## config.mk

```make
export PLATFORM = sky130hd
export DESIGN_NAME = apb_timer_master_arbiter
export DESIGN_NICKNAME = d
export VERILOG_FILES = /design/src/rtl/apb_timer_master_arbiter.sv
export SDC_FILE = /design/constraint.sdc
export NUM_CORES = 1
export LEC_CHECK = 0
export CAP_MARGIN = 10
export CORE_UTILIZATION = 44
export DETAILED_ROUTE_END_ITERATION = 10
export HOLD_SLACK_MARGIN = 0.08
export PLACE_DENSITY_LB_ADDON = 0.3
export SLEW_MARGIN = 10
export SYNTH_ARGS = -nofsm -noshare
export SYNTH_HDL_FRONTEND = slang
export SYNTH_SLANG_ARGS = --single-unit
```

## constraint.sdc

```tcl
create_clock -name clk -period 4.3 [get_ports clk]
set_input_delay 1.29 -clock clk [delete_from_list [all_inputs] [get_ports clk]]
set_output_delay 1.29 -clock clk [all_outputs]
set_load 0.05 [all_outputs]
```

## src/rtl/apb_timer_master_arbiter.sv

```systemverilog
// Round-robin APB master that shares the timer slave port between NUM_REQ requesters.
// Latency: req sampled -> gnt/SETUP +1 -> ACCESS +2 -> done +3; back-to-back SETUP after ACCESS.
module apb_timer_master_arbiter #(
  parameter int NUM_REQ = 2
) (
  input  logic                    clk,
  input  logic                    rst,
  input  logic [NUM_REQ-1:0]      req,
  input  logic [NUM_REQ-1:0]      req_write,
  input  logic [NUM_REQ*32-1:0]   req_addr,
  input  logic [NUM_REQ*32-1:0]   req_wdata,
  output logic [NUM_REQ-1:0]      gnt,
  output logic [NUM_REQ-1:0]      done,
  output logic [31:0]             rdata,
  output logic                    err,
  output logic                    PSEL,
  output logic                    PENABLE,
  output logic                    PWRITE,
  output logic [31:0]             PADDR,
  output logic [31:0]             PWDATA,
  input  logic [31:0]             PRDATA,
  input  logic                    pslverr
);

  localparam int PW = $clog2(NUM_REQ);

  typedef enum logic [1:0] {ST_IDLE, ST_SETUP, ST_ACCESS} state_e;

  state_e              state_q, state_d;
  logic [PW-1:0]       ptr_q, ptr_d;
  logic [PW-1:0]       win_q, win_d;
  logic                psel_q, psel_d;
  logic                penable_q, penable_d;
  logic                pwrite_q, pwrite_d;
  logic [31:0]         paddr_q, paddr_d;
  logic [31:0]         pwdata_q, pwdata_d;
  logic [NUM_REQ-1:0]  gnt_q, gnt_d;
  logic [NUM_REQ-1:0]  done_q, done_d;
  logic [31:0]         rdata_q, rdata_d;
  logic                err_q, err_d;

  logic [NUM_REQ-1:0]  cand;
  logic                pick_vld;
  logic [PW-1:0]       pick_idx;
  logic [PW:0]         rr_sum;
  logic [PW-1:0]       rr_idx;
  logic                launch;

  // The requester just served may still be holding req while its gnt propagates.
  always_comb begin
    cand = req;
    if (state_q == ST_ACCESS) cand[win_q] = 1'b0;
  end

  always_comb begin
    pick_vld = 1'b0;
    pick_idx = '0;
    rr_sum   = '0;
    rr_idx   = '0;
    for (int i = 0; i < NUM_REQ; i++) begin
      rr_sum = {1'b0, ptr_q} + (PW+1)'(i);
      if (rr_sum >= (PW+1)'(NUM_REQ)) rr_sum = rr_sum - (PW+1)'(NUM_REQ);
      rr_idx = rr_sum[PW-1:0];
      if (!pick_vld && cand[rr_idx]) begin
        pick_vld = 1'b1;
        pick_idx = rr_idx;
      end
    end
  end

  assign launch = pick_vld && (state_q == ST_IDLE || state_q == ST_ACCESS);

  always_comb begin
    state_d   = state_q;
    ptr_d     = ptr_q;
    win_d     = win_q;
    psel_d    = 1'b0;
    penable_d = 1'b0;
    pwrite_d  = pwrite_q;
    paddr_d   = paddr_q;
    pwdata_d  = pwdata_q;
    gnt_d     = '0;
    done_d    = '0;
    rdata_d   = rdata_q;
    err_d     = err_q;

    case (state_q)
      ST_IDLE: ;
      ST_SETUP: begin
        state_d   = ST_ACCESS;
        psel_d    = 1'b1;
        penable_d = 1'b1;
      end
      ST_ACCESS: begin
        rdata_d        = pwrite_q ? 32'h0 : PRDATA;
        err_d          = pslverr;
        done_d[win_q]  = 1'b1;
        state_d        = ST_IDLE;
      end
      default: state_d = ST_IDLE;
    endcase

    if (launch) begin
      state_d          = ST_SETUP;
      win_d            = pick_idx;
      ptr_d            = (pick_idx == PW'(NUM_REQ-1)) ? '0 : pick_idx + 1'b1;
      psel_d           = 1'b1;
      gnt_d[pick_idx]  = 1'b1;
      pwrite_d         = req_write[pick_idx];
      paddr_d          = req_addr[32*pick_idx +: 32];
      pwdata_d         = req_wdata[32*pick_idx +: 32];
    end
  end

  always_ff @(posedge clk) begin
    if (rst) begin
      state_q   <= ST_IDLE;
      ptr_q     <= '0;
      win_q     <= '0;
      psel_q    <= 1'b0;
      penable_q <= 1'b0;
      pwrite_q  <= 1'b0;
      paddr_q   <= '0;
      pwdata_q  <= '0;
      gnt_q     <= '0;
      done_q    <= '0;
      rdata_q   <= '0;
      err_q     <= 1'b0;
    end else begin
      state_q   <= state_d;
      ptr_q     <= ptr_d;
      win_q     <= win_d;
      psel_q    <= psel_d;
      penable_q <= penable_d;
      pwrite_q  <= pwrite_d;
      paddr_q   <= paddr_d;
      pwdata_q  <= pwdata_d;
      gnt_q     <= gnt_d;
      done_q    <= done_d;
      rdata_q   <= rdata_d;
      err_q     <= err_d;
    end
  end

  assign PSEL    = psel_q;
  assign PENABLE = penable_q;
  assign PWRITE  = pwrite_q;
  assign PADDR   = paddr_q;
  assign PWDATA  = pwdata_q;
  assign gnt     = gnt_q;
  assign done    = done_q;
  assign rdata   = rdata_q;
  assign err     = err_q;

endmodule
```

After elaboration in Yosys (flattened, before gate mapping)
Index checks and enable logic that the tools add are counted.

Bits in registers: 108. Input port bits: 167. Output and inout port bits: 104. Logic and storage cells: 67.

$add $sub $neg: 4. Magnitude comparators: 8. Equality and inequality tests: 3. Shift-type cells: 2. Multiplexer cells: 23. Bitwise gates (word level): 4. Reduce and logical (&&, ||, !) cells: 10.

Operators by type and width (count): $shiftx A64 B7 Y32 (2); $mux W32 (1); $mux W1 (18); $lt A1 B2 Y1 const B (4); $reduce_or A2 Y1 (3); $logic_and A1 B1 Y1 (4); $pmux W2 S2 (1); $add A1 B1 Y2 const B (1); $and A2 B2 Y2 (1); $demux W1 S1 (2); $eq A2 B1 Y1 const B (1); $eq A2 B2 Y1 const B (1); $ge A1 B1 Y1 const B (2); $ge A1 B2 Y1 const B (1); $ge A2 B2 Y1 const B (1); $logic_not A2 Y1 (1); $mux W2 (1); $ne A2 B2 Y1 const B (1); $not A1 Y1 (2); $not A2 Y2 (1); $sub A1 B1 Y1 const B (2); $add A1 B1 Y1 const B (1); $logic_not A1 Y1 (1); $logic_or A1 B1 Y1 (1).

Depth between registers and ports, before layout
Depth after elaboration: 17. Depth in mapped cells: 7. Mapped depth without buffers: 3.

Worst setup path before layout
Ideal clock, no wire load.

Path type: input port to flip-flop. From: input port rst. To: register psel_q, in the netlist PSEL. Setup time: 0.114 ns. Arrival time: 2.339 ns. Required time: 4.186 ns. Path slack: 1.847 ns. Cell stages on the path: 6. Path buffers: 4. Cell sequence: buf_2 buf_2 clkbuf_1 buf_2 inv_1 a21o_1.

RTL lines: start, declared (line 7) `input logic rst,`; end signal, assigned (line 133) `psel_q <= psel_d;`; end, declared (line 32) `logic psel_q, psel_d;`.

No word-level cell between the ends.

Worst setup path after layout
From: input port req[0]. To: register paddr_q[16], in the netlist PADDR[16].

Longest elaborated chain between the ends: 9. Elaborated cells on any way between the ends: 14. Those cells by class: shift (1); mux (9); bitwise (1); reduce/logical (3).

Ends and longest elaborated chain: start, declared (line 8) `input logic [NUM_REQ-1:0] req,`; $and A2 B2 Y2 (no line); $mux W2 * (line 52) `if (state_q == ST_ACCESS) cand[win_q] = 1'b0;`; $mux W1 (not written as such) (2 in a row) (line 64) `if (!pick_vld && cand[rr_idx]) begin`; $mux W1 (line 64); $logic_not A1 Y1 (line 64); $logic_and A1 B1 Y1 (line 64); $mux W1 (line 64); $shiftx A64 B7 Y32 / $logic_and A1 B1 Y1 (equally long branches) (line 110, 71); end signal, assigned (line 136) `paddr_q <= paddr_d;`; end, declared (line 35) `logic [31:0] paddr_q, paddr_d;`.

Every way passes the cells marked *; elsewhere a longest branch is shown, timed or not. The select of a mux whose other input is x is not followed. A chain may end at the register's enable or synchronous reset.

==> impl_results.md <==
* Status: finished clean
* Ys Warns at 0
* Gpl congestion at 0.879
* Clock latency on the worst-skew pair at 0.35 ns
* Post-synth EDFFs at 0
* Final Hold Vio Count at 0
* Vias in the first global route at 5667
* Layout cells sized above 1 at 3.99%
* Area Overhead vs Synth at 55.9%
* Final Cycle Share at 72.3%
* R2r setup slk at 2.15 ns
* Initial antenna violation count at 0
* Crit path cell chain: clkdlybuf4s50_1, or3b_2, buf_4, nand4_1, o311ai_0
* Core Util, Final at 71.7%
* RSZ-0062 raised after global routing: no
* Max Fclk at 0.322 GHz
* Synth Register Bits at 108
* Bufs on Longest Clock Path at 2
* Post-synthesis net count at 802
* Tightest Pin Transition at 0.782 ns
* Unique masters post-synth at 27
* First-pass GRT wire length at 29000 um
* Syn_area_per_cell at 8.45 um^2
* Critical path startpoint category: input port
* Reg area at 0.00216 mm^2
* Vias per std cell at 5.82
* Final setup fails at 0
* Fin crit period at 3.11 ns
* DRC at 0
* Crit Path Class: in -> reg
* Nets at 1015
* Top-count cell post-synth: nor2b_1
* Max transition margin at 47.9%
* Synth area leader: dfxtp_1
* H-tree depth at 3
* Initial Util at 46.0%
* Setup crit end kind: flop
* # IOs at 271
* Final ANT Viol Nets at 0
* HP Class: reg -> reg
* Maximum vdd drop at 0.219 mV
* Mapped Area at 0.00537 mm^2
* CTS Sinks at 108
* Comb power frac at 31.3%
* Filler cells at 854
* Top cells by area, synth: dfxtp_1 (40%), nor2b_1 (15%), nand4_1 (15%), o311ai_0 (9.0%), a22o_1 (5.2%)
* Num CTS Buffers at 9
* R2R depth at 4
* Largest stage delay, worst path at 0.78 ns
* Cell at the slowest stage of the critical path: or3b_2
* Mapped Cells at 635
* Final HPWL DP at 11800 um
* Finished Layout Cells at 996
* Input/output buffers at 270
* Final worst slack at 1.19 ns
* Internal power at 0.00191 W
* WHS Endpoint: rdata[1]
* Slew Viols, Final at 0
* Maxcap violations at 0
* Inserted Diodes at 0
* Synth Flop Type: dfxtp_1
* Largest net degree at the start of global routing at 124
* Area share of the largest cell type after synthesis at 40.3%
* DIE WIDTH at 112 um
* FF-to-FF End: PADDR[16]
* CP arrival at 3.30 ns
* Postcts setup bufs at 0
* Vias at 5798
* Clock Pin Slew Worst Setup and Hold Paths at 0.07 ns
* Pre-CTS WS at 0.861 ns
* CP max FO at 36
* Seq/Total Area, Yosys at 40.3%
* WL/cell at 18.2 um
* Hold Path Depth at 1
* TritonCTS clock tree: done
* DIE AREA at 0.0126 mm^2
* Die height at 112 um
* Clock power frac at 29.4%
* Worst hold margin at 0.481 ns
* Reg2reg start: state_q[1]
* Post-synth ARST share at 0%
* Pwr/cell area at 345 mW/mm^2
* Core box area at 0.0117 mm^2
* CTS-repair resized insts at 0
* Hold Startpoint: rdata[1]
* Leakage Power at 2.88 nW
* FP Rows at 39
* Overflow after GRT at 0
* Flop pwr share at 39.3%
* TNS Setup at 0 ns
* Synth cell count leaders: nor2b_1 (131), nand4_1 (130), dfxtp_1 (108)
* Hold buffers post-CTS at 0
* Sw Ratio at 33.7%
* Total net switching power at 0.000972 W
* Routed wire length at 18100 um
* Cell Count Post-Placement at 980
* Initial DRC Count at 642
* CP Data Required Time at 4.49 ns
* Fin Clk Skew at 0.00441 ns
* DR pass1 iterations at 7
* Root Driver: clkbuf_16
* GRT Total Usage at 28.6%
* Area occupied by multi-input gates at 0.00267 mm^2
==> critical path: cells and delay by family <==
kind	cells	cell delay (ns)
AND/OR/NAND/NOR	2	0.93
buffers and inverters	2	0.91
AO/OA/AOI/OAI	1	0.16
==> cells in the final DEF, fill, tap and decap left out, types with 2 or more instances in the layout <==
| master | count |
|---|---|
| clkdlybuf4s50_1 | 269 |
| nor2b_1 | 130 |
| nand4_1 | 130 |
| dfxtp_1 | 108 |
| inv_1 | 66 |
| o311ai_0 | 55 |
| a22o_1 | 32 |
| o311ai_1 | 10 |
| clkbuf_16 | 9 |
| buf_4 | 8 |
| nor2_1 | 3 |
| nor3_1 | 3 |
| clkinvlp_4 | 3 |
| nand3_1 | 2 |
| nand2_1 | 2 |
| o22ai_1 | 2 |
| buf_12 | 2 |
==> state kept, by name, indices dropped and copies added, names as in the netlist <==
signal   flops
PADDR       32
PENABLE      1
PSEL         1
PWDATA      32
PWRITE       1
done         2
err          1
gnt          2
ptr_q        1
rdata       32
state_q      2
win_q        1
==> power by group through the flow <==
stage | sequential, W | combinational [W] | clock (W)
6_report | 0.00113 | 0.000902 | 0.000848
5_1_grt | 0.00114 | 0.000950 | 0.000900
4_1_cts | 0.00113 | 0.000900 | 0.000860
3_5_place_dp | 0.00115 | 0.000895 | 0
3_3_place_gp | 0.00115 | 0.000883 | 0
2_1_floorplan | 0.00142 | 0.000258 | 0
==> how the worst max path moves through the flow <==
stage                 from  depth (start not counted)        end  slack [ns]
floorplan              rst                          6       PSEL        1.85
global placement    req[0]                          5  PADDR[23]        0.95
detailed placement  req[0]                          5  PWDATA[7]        0.86
CTS                 req[0]                          5  PWDATA[8]        1.22
global route        req[0]                          5  PWDATA[8]        1.09
finish              req[0]                          5  PADDR[16]        1.19
==> routing by layer <==
layer  vias to the layer above  part of all wire [%]  track usage [%]  routed length, um
met4                         0                   3.4             14.0                612
met5                         -                     0                0                  0
met2                       284                    49             47.0               8860
met3                        43                   6.5             5.24               1180
met1                      2718                    41             36.4               7430
li1                       2753                     -                -                  -
==> kinds of logic after synthesis <==
group | count (synthesis) | synth area share [%]
flip-flops | 108 | 40.3
multiplexers | 1 | 0.187
AND/OR/NAND/NOR | 278 | 32.1
AO/OA/AOI/OAI | 103 | 16.8
buffers and inverters | 145 | 10.6
==> cell type report <==
cell class                      instances  share of cell area (%)
Clock buffer                           11                    2.90
Tap cell                              143                    2.14
Inverter                               67                    3.01
Multi-Input combinational cell        382                    31.9
Timing Repair Buffer                  280                    33.5
Clock inverter                          5                   0.733
Sequential cell                       108                    25.8
==> metrics by stage <==
step / area (um^2) / power (W)
6_report: 8370 / 0.00288
5_1_grt: 8370 / 0.00299
4_1_cts: 8370 / 0.00289
3_5_place_dp: 8060 / 0.00205
3_3_place_gp: 8060 / 0.00204
2_1_floorplan: 5370 / 0.00167
(Power assumes the default switching activity.)
==> RTL edit 1, RTL diff (same flow settings) <==
Put one more register stage on the output `err`, cleared by the reset. The value now appears one clock later. The other outputs are not delayed to match.
--- a/src/rtl/apb_timer_master_arbiter.sv
+++ b/src/rtl/apb_timer_master_arbiter.sv
@@ -152,3 +152,9 @@
   assign rdata   = rdata_q;
-  assign err     = err_q;
+  always_ff @(posedge clk) begin
+    if (rst) begin
+      err <= '0;
+    end else begin
+      err <= err_q;
+    end
+  end
 
Behaviour: not the same (Yosys sat finds a counterexample within 4 cycles, from zero or initial values and one cycle with rst high).
==> RTL edit 1 against the unedited design <==
  * Worst setup slack about the same
  * Synthesized area up 1.7%
  * Sequential cell count up 1
  * Register-to-register slack better by 0.03 ns
  * Total power down 0.22%
  * Highest routed layer unchanged
  * First-iteration DRC count up 17%
  * Via count up 1.9%
  * Critical path depth unchanged
  * Critical path type unchanged
  * Wire length up 2.7%
  * Final area up 1.7%
  * Final cell count up 2.9%
  * Largest power group unchanged
==> RTL edit 1: results (changes against the unedited design) <==
Global route
  • Via count of the first global-routing pass: 5619 (-0.85%)
  • Overall routing resource usage: 0.285 (-0.00125)
  • Global-route wire length before repair: 29.3 mm (+1.0%)
  • Largest net degree at the start of global routing: 106 (-15%)
  • Initial antenna violation count: 0 (unchanged)

Routing
  • Total iterations of the first detailed-routing run: 5 (-2)
  • Routed wirelength normalized by instance count: 18.1 um (-0.21%)
  • Per-cell via count in the routed design: 5.77 (-0.95%)
  • Starting DRC count in detailed routing: 753 (+17%)

Worst setup path
  • Number of cells traversed by the worst register-to-register path: 4 (unchanged)
  • Biggest fanout along the worst timing path: 36 (unchanged)
  • R2r endpoint: PWDATA[20]
  • Reg-to-Reg Start: state_q[1]
  • Register-to-register path setup slack: 2.18 ns (+0.03 ns)
  • Arrival time reported for the critical path endpoint: 3.29 ns (about the same)

Placed design
  • Gp weighted congestion: 0.820 (-6.7%)
  • Worst slack at placement: 0.862 ns (+0.000315 ns)
  • Count of buffers from port buffering: 270 (unchanged)
  • HPWL after detailed placement: 12.3 mm (+4.3%)
  • Placed cell area: 8230 sq um (+2.0%)

Yosys
  • Distinct cell type count of the synthesized netlist: 28 (+3.7%)
  • Net Count, Synth: 804 (+0.25%)
  • Commonest cells in the synthesized netlist: 132 x nor2b_1, 130 x nand4_1, 109 x dfxtp_1
  • Number of warnings reported in the yosys synthesis log: 0 (unchanged)
  • Synth area leaders: dfxtp_1 40%, nor2b_1 15%, nand4_1 15%
  • Sequential cell area fraction in the yosys report: 0.400 (-0.00326)
  • Ys flop type: dfxtp_1
  • Async set-or-reset flop fraction in the synthesized netlist: 0 (unchanged)

CTS
  • Clock-pin slew reported for the worst setup and hold paths after clock tree synthesis: 0.07 ns (about the same)
  • Post-CTS setup buffer count: 0 (unchanged)
  • CTS-repair resized insts: 0 (unchanged)
  • Largest buffer count on any clock path: 2 (unchanged)
  • Num CTS Buffers: 9 (unchanged)
  • H-tree levels: 3 (unchanged)
  • Clock latency on the worst-skew pair: 0.35 ns (about the same)
  • Cell at the root of the clock tree: clkbuf_16

STA
  • Minimum hold slack: 0.471 ns (-0.00981 ns)
  • Worst-Margin Slew: 0.756 ns (-0.0259 ns)
  • Max-slew violation count: 0 (unchanged)
  • Largest clock skew in the final design: 0.00497 ns (+0.000564 ns)

Power
  • Worst vdd ir: 220 uV (+0.39%)
  • Lkg Pwr: 2.95 nW (+2.2%)

Outcome
  • Status: complete, no violations

Worst hold path
  • Hold-critical path endpoint: err
  • Worst min-delay path startpoint: err_q
  • Worst hold path type: reg -> reg
  • Cells on Worst Hold Path: 1 (unchanged)

Cells and area
  • Diode insertion count for antenna repair: 0 (unchanged)
  • Fillers: 886 (+3.7%)
  • Net count reported at finish: 1019 (+0.39%)
  • Share of final-layout standard cells stronger than drive strength 1: 0.0548 (+0.0150)
==> RTL edit 1: cell types whose count changed after synthesis, sizes merged <==
| cell | before | now |
|---|---|---|
| nor2b | 131 | 132 |
| dfxtp | 108 | 109 |
==> RTL edit 1: layout make-up <==
type                       instances  share of cell area
timing repair buffer             282               0.334
multi-input combinational        383               0.322
sequential                       109               0.257
inverter                          67              0.0296
clock buffer                       9              0.0265
tap                              168              0.0247
clock inverter                     7             0.00647
==> RTL edit 1: routing by layer <==
metal | vias up | share of wire | GRT usage
li1 | 2767 | - | -
met1 | 2788 | 0.42 | 0.374
met2 | 326 | 0.48 | 0.473
met3 | 29 | 0.078 | 0.0521
met4 | 0 | 0.019 | 0.0965
met5 | - | 0 | 0
==> RTL edit 1: how the worst max path moves through the flow <==
stage | from | endpoint | slack (ns) | cells after the start
after detailed placement | req[0] | PADDR[2] | 0.86 | 5
after global routing | req[0] | PADDR[2] | 1.12 | 5
final | req[0] | PWDATA[20] | 1.19 | 5
after global placement | req[0] | PADDR[1] | 0.95 | 5
after floorplan | req[0] | PADDR[26] | 1.90 | 5
after CTS | req[0] | PADDR[2] | 1.22 | 5
==> RTL edit 1: report_power, final <==
group	internal [mW]	switching [mW]
sequential	1.09	0.0519
clock	0.400	0.404
combinational	0.375	0.555
==> RTL edit 1: logic make-up (layout without fill, tap and decap cells) <==
logic type	Yosys count	after routing	share of synthesized area
muxes	1	1	0.00183
AOI/OAI and AO/OA	103	103	0.177
DFF	109	109	0.400
and+or+nand+nor	279	279	0.317
buffers and inverters	145	365	0.104
==> RTL edit 1: per-stage QoR <==
step | instances | utilization
2_1_floorplan | 637 | -
3_3_place_gp | 1009 | 0.682
3_5_place_dp | 1009 | 0.682
4_1_cts | 1025 | 0.705
5_1_grt | 1025 | 0.705
6_report | 1025 | 0.705
==> RTL edit 1: worst max-delay path, cell delays in order <==
cell,delay [ns]
clkdlybuf4s50_1,0.51
or3b_2,0.76
buf_4,0.38
nand4_1,0.15
o311ai_0,0.16
==> RTL edit 2, RTL diff (same settings) <==
Made on the original files. The 3 states of `state_e` get a one-hot encoding in 3 bits.
--- a/src/rtl/apb_timer_master_arbiter.sv
+++ b/src/rtl/apb_timer_master_arbiter.sv
@@ -26,3 +26,3 @@
 
-  typedef enum logic [1:0] {ST_IDLE, ST_SETUP, ST_ACCESS} state_e;
+  typedef enum logic [2:0] {ST_IDLE = 3'b001, ST_SETUP = 3'b010, ST_ACCESS = 3'b100} state_e;
 
Function: no difference found for any inputs over 10 cycles, from zero or initial values and one cycle with rst high; not proved beyond that.
==> RTL edit 2 against the unedited design <==
  * Final area is 13% lower
  * Worst setup slack better by 0.079 ns
  * Sequential power is 5% higher
  * Total power is 2.6% higher
  * Register-to-register slack worse by 0.18 ns
  * Synthesized area is 18% lower
  * Wire length is 18% lower
  * Non-clock buffer count is 1 lower
  * Global-route usage is 0.82 points lower
  * Sequential cell count is 1 higher
  * Critical path type unchanged
  * Largest cell class unchanged
==> RTL edit 2: results (changes against the unedited design) <==
Outcome
  • Status: complete, no violations

Global route
  • Via count of the first global-routing pass: 4540 (-20%)
  • Overall routing resource usage: 0.278 (-0.00820)
  • Global-route wire length before repair: 22.3 mm (-23%)
  • Largest net degree at the start of global routing: 70 (-44%)

Routing
  • Per-cell via count in the routed design: 5.48 (-5.9%)
  • Starting DRC count in detailed routing: 139 (-78%)
  • Total iterations of the first detailed-routing run: 4 (-3)

Cells and area
  • Net count reported at finish: 892 (-12%)
  • Fillers: 697 (-18%)
  • Share of final-layout standard cells stronger than drive strength 1: 0.0603 (+0.0204)

CTS
  • Clock latency on the worst-skew pair: 0.38 ns (+0.03 ns)
  • Cell at the root of the clock tree: clkbuf_8

Placed design
  • HPWL after detailed placement: 10.3 mm (-13%)
  • Gp weighted congestion: 0.858 (-2.4%)
  • Worst slack at placement: 0.890 ns (+0.0282 ns)

Yosys
  • Synth area leaders: dfxtp_1 50%, a311oi_1 12%, nand2_1 11%
  • Net Count, Synth: 652 (-19%)
  • Sequential cell area fraction in the yosys report: 0.498 (+0.0952)
  • Commonest cells in the synthesized netlist: 132 x nand2_1, 109 x dfxtp_1, 69 x nor3_1
  • Distinct cell type count of the synthesized netlist: 29 (+7.4%)

STA
  • Worst rel slew slack: 0.245 (-0.234)
  • Largest clock skew in the final design: 0.0150 ns (+0.0106 ns)

Worst setup path
  • Family of cells with the greatest summed delay on the critical path: buffers and inverters
  • Biggest fanout along the worst timing path: 31 (-14%)
  • Worst path max stage delay: 0.62 ns (-0.16 ns)

Power
  • Lkg Pwr: 2.69 nW (-6.8%)
  • Worst vdd ir: 206 uV (-6.0%)
==> RTL edit 2: path summary, 6_finish.rpt <==
kind	start	to	slack, ns	depth (start not counted)
worst min-delay path	err	err	0.47	2
worst max-delay path	req[0]	PWDATA[17]	1.27	6
worst max register to register	state_q[2]	PWDATA[17]	1.97	5
worst min register to register	err	err	0.47	2
==> RTL edit 2: metal layers <==
layer,global-route usage,part of all wire,vias to the layer above
li1,-,-,2253
met4,0.119,0.025,0
met3,0.0911,0.097,32
met5,0,0,-
met1,0.295,0.37,2218
met2,0.503,0.51,226
==> RTL edit 2: tightest hold or removal path: stages (launching register included) <==
cell	delay (ns)
dfxtp_1	0.32
nand2_1	0.05
a21oi_1	0.06
==> RTL edit 2: cell families after synthesis <==
kind of cell | Yosys count | synth area share
simple gates | 217 | 0.220
flops | 109 | 0.498
compound gates | 106 | 0.221
buf+inv | 53 | 0.0608
==> RTL edit 2: stage by stage <==
step / std cells / hold slack, ns / total power [mW] / area (sq um)
after floorplan: 485 / 0.467 / 1.90 / 4380
after global placement: 847 / 0.443 / 2.31 / 7100
after detailed placement: 847 / 0.457 / 2.33 / 7100
after CTS: 863 / 0.471 / 2.98 / 7310
after global routing: 863 / 0.509 / 3.09 / 7310
final: 863 / 0.473 / 2.96 / 7310
==> RTL edit 2: power breakdown <==
group | switching (mW) | leakage (nW) | internal, mW | total, mW
clock network | 0.359 | 0.103 | 0.290 | 0.649
logic | 0.687 | 1.69 | 0.439 | 1.13
registers | 0.0657 | 0.896 | 1.12 | 1.19
total | 1.11 | 2.69 | 1.85 | 2.96
==> RTL edit 2: layout make-up <==
cell class	instances	share of cell area
Inverter	3	0.00154
Sequential cell	109	0.298
Clock inverter	6	0.00941
Multi-Input combinational cell	323	0.269
Tap cell	133	0.0228
Timing Repair Buffer	279	0.380
Clock buffer	10	0.0188
